### config.mk
export PLATFORM = sky130hd
export DESIGN_NAME = mul_seq_ctrl_flat
export DESIGN_NICKNAME = d
export VERILOG_FILES = /design/src/rtl/mul_seq_ctrl_if.sv /design/src/rtl/mul_seq_ctrl.sv /design/src/flat_wrapper.sv
export SDC_FILE = /design/constraint.sdc
export NUM_CORES = 1
export LEC_CHECK = 0
export ABC_CLOCK_PERIOD_IN_PS = 3550
export CORE_MARGIN = 2
export CORE_UTILIZATION = 44
export CTS_CLUSTER_SIZE = 12
export DETAILED_ROUTE_END_ITERATION = 10
export GPL_TIMING_DRIVEN = 0
export PLACE_DENSITY = 0.78
export SYNTH_ARGS = -nofsm -noshare
export SYNTH_HDL_FRONTEND = slang
export SYNTH_SLANG_ARGS = --single-unit
### constraint.sdc
create_clock -name clk -period 3.55 [get_ports clk]
set_input_delay 0.8875 -clock clk [delete_from_list [all_inputs] [get_ports clk]]
set_output_delay 0.8875 -clock clk [all_outputs]
set_load 0.1 [all_outputs]
### src/rtl/mul_seq_ctrl_if.sv
// mul_seq_ctrl_if
//   Bundles the multiply handshake, the core-side ALU request path and the
//   addsub-side ALU connection of mul_seq_ctrl.
//   slave  : the sequencer (drives busy/done/product, cpu_grant, alu_op1/op2/ctrl)
//   master : core + addsub side (drives start/mcand/mplr, cpu_op1/op2/ctrl, alu_out)
// Ports (signals)
//   start, mcand, mplr     multiply request and operands
//   busy, done, product    sequencer status and result
//   cpu_op1/op2/ctrl       core ALU request
//   cpu_grant              1 = core owns the ALU
//   alu_op1/op2/ctrl       to addsub
//   alu_out                from addsub
interface mul_seq_ctrl_if #(
  parameter int L_DATA = 16
);
  logic              start;
  logic [L_DATA-1:0] mcand;
  logic [L_DATA-1:0] mplr;
  logic              busy;
  logic              done;
  logic [L_DATA-1:0] product;
  logic [L_DATA-1:0] cpu_op1;
  logic [L_DATA-1:0] cpu_op2;
  logic [2:0]        cpu_ctrl;
  logic              cpu_grant;
  logic [L_DATA-1:0] alu_op1;
  logic [L_DATA-1:0] alu_op2;
  logic [2:0]        alu_ctrl;
  logic [L_DATA-1:0] alu_out;

  modport master (
    output start, mcand, mplr, cpu_op1, cpu_op2, cpu_ctrl, alu_out,
    input  busy, done, product, cpu_grant, alu_op1, alu_op2, alu_ctrl
  );

  modport slave (
    input  start, mcand, mplr, cpu_op1, cpu_op2, cpu_ctrl, alu_out,
    output busy, done, product, cpu_grant, alu_op1, alu_op2, alu_ctrl
  );
endinterface

### src/rtl/mul_seq_ctrl.sv
// mul_seq_ctrl
//   Shift-add multiply sequencer that borrows the shared addsub ALU for its
//   additions. While idle the core's ALU request passes straight through;
//   while a multiply runs the sequencer drives the ALU with acc + M.
//   Product is the low L_DATA bits of the unsigned product.
// Ports
//   clk   rising-edge clock
//   rst   asynchronous, active-high reset
//   bus   mul_seq_ctrl_if.slave (handshake, core ALU path, addsub path)
// Configuration
//   MUL_EARLY_EXIT_EN  when defined, RUN ends as soon as no multiplier bits
//                      remain; results are identical, only latency shrinks.
//
// state | meaning
// IDLE  | core owns the ALU, waiting for start
// RUN   | one shift-add iteration per cycle, sequencer owns the ALU
// DONE  | one-cycle done pulse, product valid
module mul_seq_ctrl #(
  parameter int L_DATA = 16,
  parameter int L_CNT  = 5
) (
  input logic           clk,
  input logic           rst,
  mul_seq_ctrl_if.slave bus
);

  typedef enum logic [1:0] {IDLE, RUN, DONE} state_t;

  localparam logic [L_CNT-1:0] CNT_LAST = L_CNT'(L_DATA - 1);

  state_t            state;
  logic [L_DATA-1:0] acc;
  logic [L_DATA-1:0] m;
  logic [L_DATA-1:0] q;
  logic [L_CNT-1:0]  cnt;
  logic [L_DATA-1:0] product;
  logic              busy;
  logic              done;
  logic [L_DATA-1:0] acc_next;
  logic              last;

  // The ALU sees acc + M during RUN, so its output is the accumulated sum.
  assign acc_next = q[0] ? bus.alu_out : acc;

`ifdef MUL_EARLY_EXIT_EN
  assign last = (cnt == CNT_LAST) || ((q >> 1) == '0);
`else
  assign last = (cnt == CNT_LAST);
`endif

  always_ff @(posedge clk or posedge rst) begin
    if (rst) begin
      state   <= IDLE;
      acc     <= '0;
      m       <= '0;
      q       <= '0;
      cnt     <= '0;
      product <= '0;
      busy    <= 1'b0;
      done    <= 1'b0;
    end else begin
      case (state)
        IDLE: begin
          if (bus.start) begin
            m     <= bus.mcand;
            q     <= bus.mplr;
            acc   <= '0;
            cnt   <= '0;
            busy  <= 1'b1;
            state <= RUN;
          end
        end
        RUN: begin
          acc <= acc_next;
          m   <= m << 1;
          q   <= q >> 1;
          cnt <= cnt + L_CNT'(1);
          if (last) begin
            product <= acc_next;
            done    <= 1'b1;
            state   <= DONE;
          end
        end
        DONE: begin
          done  <= 1'b0;
          busy  <= 1'b0;
          state <= IDLE;
        end
        default: begin
          done  <= 1'b0;
          busy  <= 1'b0;
          state <= IDLE;
        end
      endcase
    end
  end

  assign bus.busy      = busy;
  assign bus.done      = done;
  assign bus.product   = product;
  assign bus.cpu_grant = (state != RUN);

  always_comb begin
    bus.alu_op1  = bus.cpu_op1;
    bus.alu_op2  = bus.cpu_op2;
    bus.alu_ctrl = bus.cpu_ctrl;
    if (state == RUN) begin
      bus.alu_op1  = acc;
      bus.alu_op2  = m;
      bus.alu_ctrl = 3'b000;
    end
  end

endmodule
### src/flat_wrapper.sv
// flat-port wrapper written by rule: the top's interface ports become plain ports
module mul_seq_ctrl_flat 
#(
  parameter int L_DATA = 16,
  parameter int L_CNT  = 5
)
  (clk, rst, bus_start, bus_mcand, bus_mplr, bus_cpu_op1, bus_cpu_op2, bus_cpu_ctrl, bus_alu_out, bus_busy, bus_done, bus_product, bus_cpu_grant, bus_alu_op1, bus_alu_op2, bus_alu_ctrl);
  mul_seq_ctrl_if #(.L_DATA(L_DATA)) bus_i ();
  input logic clk;
  input logic rst;
  input wire logic [$bits(bus_i.start)-1:0] bus_start;
  input wire logic [$bits(bus_i.mcand)-1:0] bus_mcand;
  input wire logic [$bits(bus_i.mplr)-1:0] bus_mplr;
  input wire logic [$bits(bus_i.cpu_op1)-1:0] bus_cpu_op1;
  input wire logic [$bits(bus_i.cpu_op2)-1:0] bus_cpu_op2;
  input wire logic [$bits(bus_i.cpu_ctrl)-1:0] bus_cpu_ctrl;
  input wire logic [$bits(bus_i.alu_out)-1:0] bus_alu_out;
  output wire logic [$bits(bus_i.busy)-1:0] bus_busy;
  output wire logic [$bits(bus_i.done)-1:0] bus_done;
  output wire logic [$bits(bus_i.product)-1:0] bus_product;
  output wire logic [$bits(bus_i.cpu_grant)-1:0] bus_cpu_grant;
  output wire logic [$bits(bus_i.alu_op1)-1:0] bus_alu_op1;
  output wire logic [$bits(bus_i.alu_op2)-1:0] bus_alu_op2;
  output wire logic [$bits(bus_i.alu_ctrl)-1:0] bus_alu_ctrl;
  assign bus_i.start = bus_start;
  assign bus_i.mcand = bus_mcand;
  assign bus_i.mplr = bus_mplr;
  assign bus_i.cpu_op1 = bus_cpu_op1;
  assign bus_i.cpu_op2 = bus_cpu_op2;
  assign bus_i.cpu_ctrl = bus_cpu_ctrl;
  assign bus_i.alu_out = bus_alu_out;
  assign bus_busy = bus_i.busy;
  assign bus_done = bus_i.done;
  assign bus_product = bus_i.product;
  assign bus_cpu_grant = bus_i.cpu_grant;
  assign bus_alu_op1 = bus_i.alu_op1;
  assign bus_alu_op2 = bus_i.alu_op2;
  assign bus_alu_ctrl = bus_i.alu_ctrl;
  mul_seq_ctrl #(.L_DATA(L_DATA), .L_CNT(L_CNT)) u_core (.clk(clk), .rst(rst), .bus(bus_i));
endmodule
After elaboration in Yosys (flattened, before gate mapping) --
Index checks and enable logic that the tools add are counted.
Operators by class: equality and inequality tests 5, divide/modulo/power cells 0, bitwise gates (word level) 2, add/subtract/negate cells 1, muxes and demuxes 19, shift operators 0, multipliers 0, reductions and logical operators 7, $lt $le $gt $ge 0
Operators by type and width (count):
- two-way mux 16 bit | 6
- case mux 16 bit (2 select lines) | 3
- case mux 5 bit (2 select lines) | 1
- AND reduction 2 bit | 5
- adder 5 x 1 -> 5 bit, second input constant | 1
- == test 5 x 4 -> 1 bit, second input constant | 1
- two-way mux 5 bit | 1
- two-way mux 2 bit | 2
- != test 2 x 1 -> 1 bit, second input constant | 2
- case mux 1 bit (2 select lines) | 2
- case mux 2 bit (2 select lines) | 1
- two-way mux 3 bit | 1
- == test 2 x 1 -> 1 bit, second input constant | 1
- logical NOT 2 bit | 1
- two-way mux 1 bit | 2
- != test 2 bit, second input constant | 1
- inverter 1 bit | 2
- nonzero test 2 bit | 1
Storage, ports and cells: bits of input ports 86, logic and storage cells 42, memory bits (writable) 0, memory bits (read-only) 0, bits in latches 0, flip-flop bits (word level) 73, memories 0, output and inout bits 54

Depth between registers and ports, before layout --
Gate-level depths: netlist of run 1.
depth after elaboration 3, gate-level depth with buffers 7, mapped depth without buffers 6

Worst setup path after synthesis of run 1 --
OpenSTA, ideal clock, no wires.
kind reg2out, start register u_core.state[0], end output bus_alu_op2[10], data required time 2.663 ns, setup slack 0.650 ns, buffers on the path 2, stages on the path, launching flop included 7, arrival 2.013 ns, cells stage by stage dfrtp_1 nor2b_4 buf_6 inv_2 buf_2 nand2_1 nand2_1
Between the ends: word-level cells in the longest chain between the ends 2
RTL lines:
- start, declared | RTL line mul_seq_ctrl.sv:31 | state_t state;
- start signal, assigned | RTL line mul_seq_ctrl.sv:53 | state <= IDLE;
- start signal, assigned | RTL line mul_seq_ctrl.sv:70 | state <= RUN;
- start signal, assigned | RTL line mul_seq_ctrl.sv:81 | state <= DONE;
- == test 2 x 1 -> 1 bit | RTL line mul_seq_ctrl.sv:107 | if (state == RUN) begin
- two-way mux 16 bit | RTL line mul_seq_ctrl.sv:107
- end, declared | RTL line flat_wrapper.sv:23 | output wire logic [$bits(bus_i.alu_op2)-1:0] bus_alu_op2;
No other way between the ends.

Worst setup path in the final report of run 1 --
start register u_core.state[0], end output bus_alu_op2[4]
Same word-level chain as after synthesis.

==> impl_metrics.py, run 1 <==
metrics = {
    "floorplanning": {
        "die_height_um": 95.2,
        "core.rowCount": 33,
        "start_util_pct": 45.0,
        "core_area_um2": 8130,
        "die-area_um2": 9070,
        "pin_count": 140,
        "die_x_um": 95.2,
    },
    "route": {
        "routed.top_layer": "met4",
        "via_count": 3537,
        "route.detailed.wl_per_inst_um": 14.9,
        "detail_route.first_pass.iterations": 4,
        "met3WireLength_um": 823,
        "dr_wl_met2_um": 4730,
        "ant_nets": 0,
        "wl_um": 10100,
        "drc": 0,
        "drt_iter0_drc": 196,
        "avgViaCountPerCell": 5.24,
        "met1_length_um": 4360,
    },
    "worst_setup_path": {
        "reg2reg_to": "u_core.bus.product[3]",
        "timing.critical_path.mode_cell": "nand2_1",
        "path_buf_inv": 4,
        "r2r-start": "u_core.cnt[0]",
        "path_cells": "nor2b_4 -> buf_6 -> inv_2 -> buf_2 -> nand2_1 -> nand2_1 -> dlygate4sd2_1",
        "path_delay_family": "buffers and inverters",
        "cp-start-kind": "flop",
        "crit_start": "u_core.state[0]",
        "cpPeakStageDelay_ns": 0.85,
        "cp_data_arrival_time_ns": 2.49,
        "r2r_cells": 6,
        "cp_slowest_cell": "dlygate4sd2_1",
        "critPathCaptureType": "primary output",
        "critical_path_class": "flop to primary output",
        "r2r_slack_ns": 1.48,
        "path_max_fanout": 10,
        "critPathRequiredTime_ns": 2.66,
    },
    "placed_design": {
        "dpl.hpwl_um": 7180,
        "place_area_um2": 5220,
        "io_buffers": 139,
        "gp_congestion": 0.856,
    },
    "grt": {
        "grt_pass1_wl_um": 16300,
        "grt_usage_pct": 23.1,
        "overflow": 0,
        "antenna_found_initial": 0,
        "grt_pass1_vias": 3389,
        "grt_max_degree": 74,
    },
    "synth": {
        "synthFlopType": "dfrtp_1",
        "ys_ff_latch": 73,
        "async_reset_ff_share_pct": 100,
        "synth_nets": 502,
        "yosys_warnings": 0,
        "syn_inst": 414,
        "synth.avg_cell_area_um2": 8.85,
        "ys_seq_area_share_pct": 49.9,
        "netlist_area_um2": 3660,
        "synthDistinctLibCells": 28,
        "synth_edf_count": 0,
    },
    "hold_path": {
        "hp-class": "flop to flop",
        "worstHoldStart": "u_core.bus.product[6]",
        "whs_path_depth": 2,
        "min_to": "u_core.bus.product[6]",
    },
    "cts": {
        "clkLatencyLatePin_ns": 0.35,
        "path_clk_slew_ns": 0.08,
        "cts-root-buf": "clkbuf_8",
        "cts.sinks": 73,
        "numCtsBuffers": 9,
        "htreeDepth": 3,
        "cts_tree": "done",
        "clk_path_buf_depth": 2,
    },
    "sta": {
        "setup_viol": 0,
        "slew_headroom_pct": 32.3,
        "finalMaxSlewViolations": 0,
        "rsz0062_at_grt": "no",
        "min_period_ns": 3.37,
        "finClkSkew_ns": 0.00507,
        "hold_slack_ns": 0.482,
        "period_share_pct": 95.0,
        "hold_violations": 0,
        "fmax_mhz": 296,
        "worst_slew_pin_slew_ns": 1.01,
    },
    "layout": {
        "diodes": 0,
        "syn_to_final_growth_pct": 44.8,
        "stdcell_area_um2": 5300,
        "drive_gt1_share_pct": 10.2,
        "fillCellCount": 715,
        "fin_nets": 653,
    },
    "outcome": {
        "status": "completed",
    },
    "run": {
        "cap_violations": 0,
    },
}
state kept, by name (all words and copies together) (netlist names):
name and flops:
u_core.bus.product 16, u_core.bus.done 1, u_core.cnt 5, u_core.q 16, u_core.state 2, u_core.m 16
u_core.bus.busy 1, u_core.acc 16
cells in the final DEF, fill, tap and decap left out, types with 3 or more instances in the layout:
cell,instances
inv_1,4
nand2_1,133
nor2b_1,32
a22o_1,17
clkbuf_1,12
dlygate4sd2_1,17
and2_1,4
clkinvlp_4,3
clkbuf_8,9
buf_4,3
a31oi_1,15
dfrtp_1,73
buf_2,13
a22oi_1,15
buf_6,3
mux2i_1,17
clkdlybuf4s50_1,103
a21oi_1,19
o21ai_0,36
clkbuf_2,18
cells in the mapped netlist (2+ instances only):
master | n | area (um^2)
a31oi_1 | 15 | 93.8
nand2_1 | 133 | 499
buf_4 | 3 | 22.5
o21ai_1 | 2 | 10.0
nor2b_1 | 32 | 200
clkbuf_1 | 12 | 45.0
a21oi_1 | 19 | 95.1
a22o_1 | 17 | 149
buf_2 | 13 | 65.1
a22oi_1 | 15 | 113
ha_1 | 2 | 25.0
o21ai_0 | 36 | 180
mux2i_1 | 17 | 170
inv_2 | 2 | 7.51
dfrtp_1 | 73 | 1830
buf_6 | 3 | 33.8
and2_1 | 4 | 25.0
nand2b_1 | 2 | 12.5
inv_1 | 5 | 18.8
routing by layer:
metal  GRT usage [%]  up-vias
li1                -     1709
met1            30.8     1686
met2            37.4      127
met3            5.93       15
met4            6.40        0
met5               0        -
stage by stage:
step | instances | setup slack [ns] | TNS (ns) | util (%)
5_1_grt | 675 | 0.00794 | 0 | 65.2
3_3_place_gp | 658 | -0.418 | -30.32 | 63.7
2_1_floorplan | 414 | 0.650 | 0 | -
6_report | 675 | 0.176 | 0 | 65.2
3_5_place_dp | 659 | 0.0393 | 0 | 64.1
4_1_cts | 675 | 0.00277 | 0 | 66.0
repair_timing:
action / 4_1_cts / 5_1_grt
endpoints found under the setup margin: 35 / 19
setup buffers: 0 / 0
resized for setup: 37 / 35
hold buffers: 0 / 0
endpoints found under the hold margin: 0 / 0
layout make-up:
class	count	area (um^2)	area share [%]
Clock buffer	9	124	2.34
Buffer	31	166	3.14
Multi-Input combinational cell	303	1640	31.0
Tap cell	105	131	2.48
Inverter	7	28.8	0.543
Sequential cell	73	1830	34.5
Timing Repair Buffer	140	1310	24.7
Clock inverter	7	71.3	1.35
tightest hold or removal path: stages (launching register included):
cell	delay, ns
dfrtp_1	0.35
nand2_1	0.04
o21ai_0	0.06
worst max path at each step:
stage	end	cells after the start
2_1_floorplan	bus_alu_op2[10]	6
3_5_place_dp	bus_alu_op1[1]	4
4_1_cts	bus_alu_op1[4]	7
3_3_place_gp	u_core.q[5]	2
6_report	bus_alu_op2[4]	7
5_1_grt	bus_alu_op2[4]	7
cell families (layout without fill, tap and decap cells):
family                     Yosys count  after routing  synth area share (%)
buffers and inverters               38            194                  5.26
AOI/OAI and AO/OA                  108            108                  18.3
DFF                                 73             73                  49.9
and+or+nand+nor                    176            176                  21.2
muxes                               17             17                  4.65
adders and majority gates            2              2                 0.683
Power of run 1 is not shown: default switching activity piles up to over one toggle a cycle in this logic, so the estimate is an artifact.
==> run 2: changes to the inputs <==
--- a/config.mk
+++ b/config.mk
@@ -8,7 +8,7 @@
 export ABC_CLOCK_PERIOD_IN_PS = 3550
 export CORE_MARGIN = 2
 export CORE_UTILIZATION = 44
-export CTS_CLUSTER_SIZE = 12
+export CTS_CLUSTER_SIZE = 8
 export DETAILED_ROUTE_END_ITERATION = 10
 export GPL_TIMING_DRIVEN = 0
 export PLACE_DENSITY = 0.78
==> results of run 2 <==
The final DEF is identical to that of run 1; final timing and power are the same.
Power of run 2 is left out for the same reason.
==> run 3: changes to the inputs <==
--- a/config.mk
+++ b/config.mk
@@ -11,7 +11,8 @@
 export CTS_CLUSTER_SIZE = 8
 export DETAILED_ROUTE_END_ITERATION = 10
 export GPL_TIMING_DRIVEN = 0
-export PLACE_DENSITY = 0.78
+export PLACE_DENSITY = 0.83
+export SLEW_MARGIN = 5
 export SYNTH_ARGS = -nofsm -noshare
 export SYNTH_HDL_FRONTEND = slang
 export SYNTH_SLANG_ARGS = --single-unit
==> constraint.sdc (replaced) <==
create_clock -name clk -period 3.55 [get_ports clk]
set_input_delay 0.71 -clock clk [delete_from_list [all_inputs] [get_ports clk]]
set_output_delay 0.71 -clock clk [all_outputs]
set_load 0.1 [all_outputs]
==> run 3 against run 2 <==
  * Clock skew is 0.0030 ns higher
  * Maximum frequency is 2.2% lower
  * Clock-buffer cell count is 3 higher
  * Via count is 1.4% higher
  * Non-clock buffer count stayed put
  * Largest cell class unchanged
==> impl_metrics.py, run 3 (synthesis results as in run 1) <==
metrics = {
    "outcome": {
        "status": "completed",
    },
    "sta": {
        "hold_violations": 0,
        "fmax_mhz": 290,
        "worst_slew_pin_slew_ns": 0.979,
        "finalMaxSlewViolations": 0,
        "slew_headroom_pct": 34.5,
        "min_period_ns": 3.45,
        "period_share_pct": 97.2,
        "setup_viol": 0,
        "finClkSkew_ns": 0.00804,
        "fin_tns_setup_ns": 0,
    },
    "worst_setup_path": {
        "critical_path_class": "flop to primary output",
        "path_buf_inv": 4,
        "critPathRequiredTime_ns": 2.84,
        "path_delay_family": "buffers and inverters",
        "cp_slowest_cell": "clkdlybuf4s50_1",
        "path_max_fanout": 10,
        "critPathCaptureType": "primary output",
        "cp_data_arrival_time_ns": 2.74,
        "cp-start-kind": "flop",
        "path_cells": "nor2b_4 -> buf_6 -> inv_2 -> buf_2 -> and2_1 -> clkdlybuf4s50_1",
        "cpPeakStageDelay_ns": 1.13,
    },
    "layout": {
        "drive_gt1_share_pct": 6.84,
        "final-seq-area_um2": 1830,
        "syn_to_final_growth_pct": 48.3,
        "fin_nets": 653,
        "fin_util_pct": 66.8,
        "stdcell_area_um2": 5430,
        "layout_commonest_cell": "nand2_1",
        "fillCellCount": 666,
        "final_cell_mix": "nand2_1 (133), clkdlybuf4s50_1 (117), dfrtp_1 (73)",
        "diodes": 0,
        "multi_input_area_um2": 1640,
        "finalNonFillerCells": 675,
    },
    "floorplanning": {
        "die_height_um": 95.2,
        "die-area_um2": 9070,
        "core.rowCount": 33,
        "die_x_um": 95.2,
        "start_util_pct": 45.0,
        "pin_count": 140,
        "core_area_um2": 8130,
    },
    "placed_design": {
        "gp_congestion": 0.830,
        "dpl.hpwl_um": 7650,
        "place_area_um2": 5220,
        "place_inst": 659,
        "io_buffers": 139,
    },
    "route": {
        "drc": 0,
        "route.detailed.wl_per_inst_um": 15.6,
        "via_count": 3587,
        "detail_route.first_pass.iterations": 4,
        "ant_nets": 0,
        "drt_iter0_drc": 200,
        "wl_um": 10600,
        "avgViaCountPerCell": 5.31,
    },
    "grt": {
        "grt_max_degree": 68,
        "grt_usage_pct": 23.4,
        "grt_pass1_wl_um": 16500,
        "antenna_found_initial": 0,
        "grt_pass1_vias": 3430,
        "overflow": 0,
    },
    "cts": {
        "cts_tree": "done",
        "clkLatencyLatePin_ns": 0.35,
        "clk_path_buf_depth": 2,
        "numCtsBuffers": 9,
        "htreeDepth": 3,
        "path_clk_slew_ns": 0.08,
        "cts.sinks": 73,
        "cts-root-buf": "clkbuf_8",
    },
    "hold_path": {
        "hp-class": "flop to flop",
    },
    "run": {
        "cap_violations": 0,
    },
}
[run 3: changes by cell type in the layout (fill, tap and decap cells not counted), sizes merged]
cell,change
bufinv,+1
clkbuf,-15
clkdlybuf4s50,+14
clkinv,-3
clkinvlp,-1
dlygate4sd2,+1
dlymetal6s2s,+3
[run 3: worst register-to-register path, cell delays in order, from the launching register on]
cell and delay, ns:
dfrtp_1 0.42, ha_1 0.24, and3_1 0.19, ha_1 0.19, nand3b_1 0.26, clkbuf_1 0.45, o21ai_0 0.22
[run 3: final timing paths]
kind / from / to / cells past startpoint / slack [ns]
worst max-delay path: u_core.state[0] / bus_alu_ctrl[1] / 6 / 0.1
worst min-delay path: u_core.bus.product[12] / u_core.bus.product[12] / 2 / 0.48
worst max register to register: u_core.cnt[0] / u_core.bus.done / 6 / 1.44
worst min register to register: u_core.bus.product[12] / u_core.bus.product[12] / 2 / 0.48
max in group asynchronous: rst / u_core.cnt[4] / 3 / 2.40
min in group asynchronous: rst / u_core.bus.product[13] / 2 / 0.60
[run 3: final cells by class]
type                    instances  share of cell area (%)
clock inverters                 4                    1.38
inverters                       7                   0.530
repair buffers                140                    25.9
flip-flops and latches         73                    33.6
well taps                     105                    2.42
multi-input cells             303                    30.2
plain buffers                  31                    3.06
clock buffers                  12                    2.86
[run 3: repair_timing]
| action | in CTS | in global routing |
|---|---|---|
| gates resized for setup | 18 | 4 |
| hold buffers | 0 | 0 |
| setup buffers | 0 | 0 |
| setup endpoints to repair | 18 | 4 |
[run 3: per-layer routing]
metal	GRT usage (%)	share of wire, %
met1	30.0	41
met2	39.1	50
met3	4.74	7.2
met4	8.82	1.7
met5	0	0
[run 3: stage by stage]
step | worst slack, ns | hold WS [ns]
floorplan | 0.827 | 0.445
global placement | -0.217 | 0.463
detailed placement | 0.243 | 0.475
CTS | 0.0784 | 0.491
global route | -0.00834 | 0.523
finish | 0.0996 | 0.485
Power of run 3 is left out for the same reason.
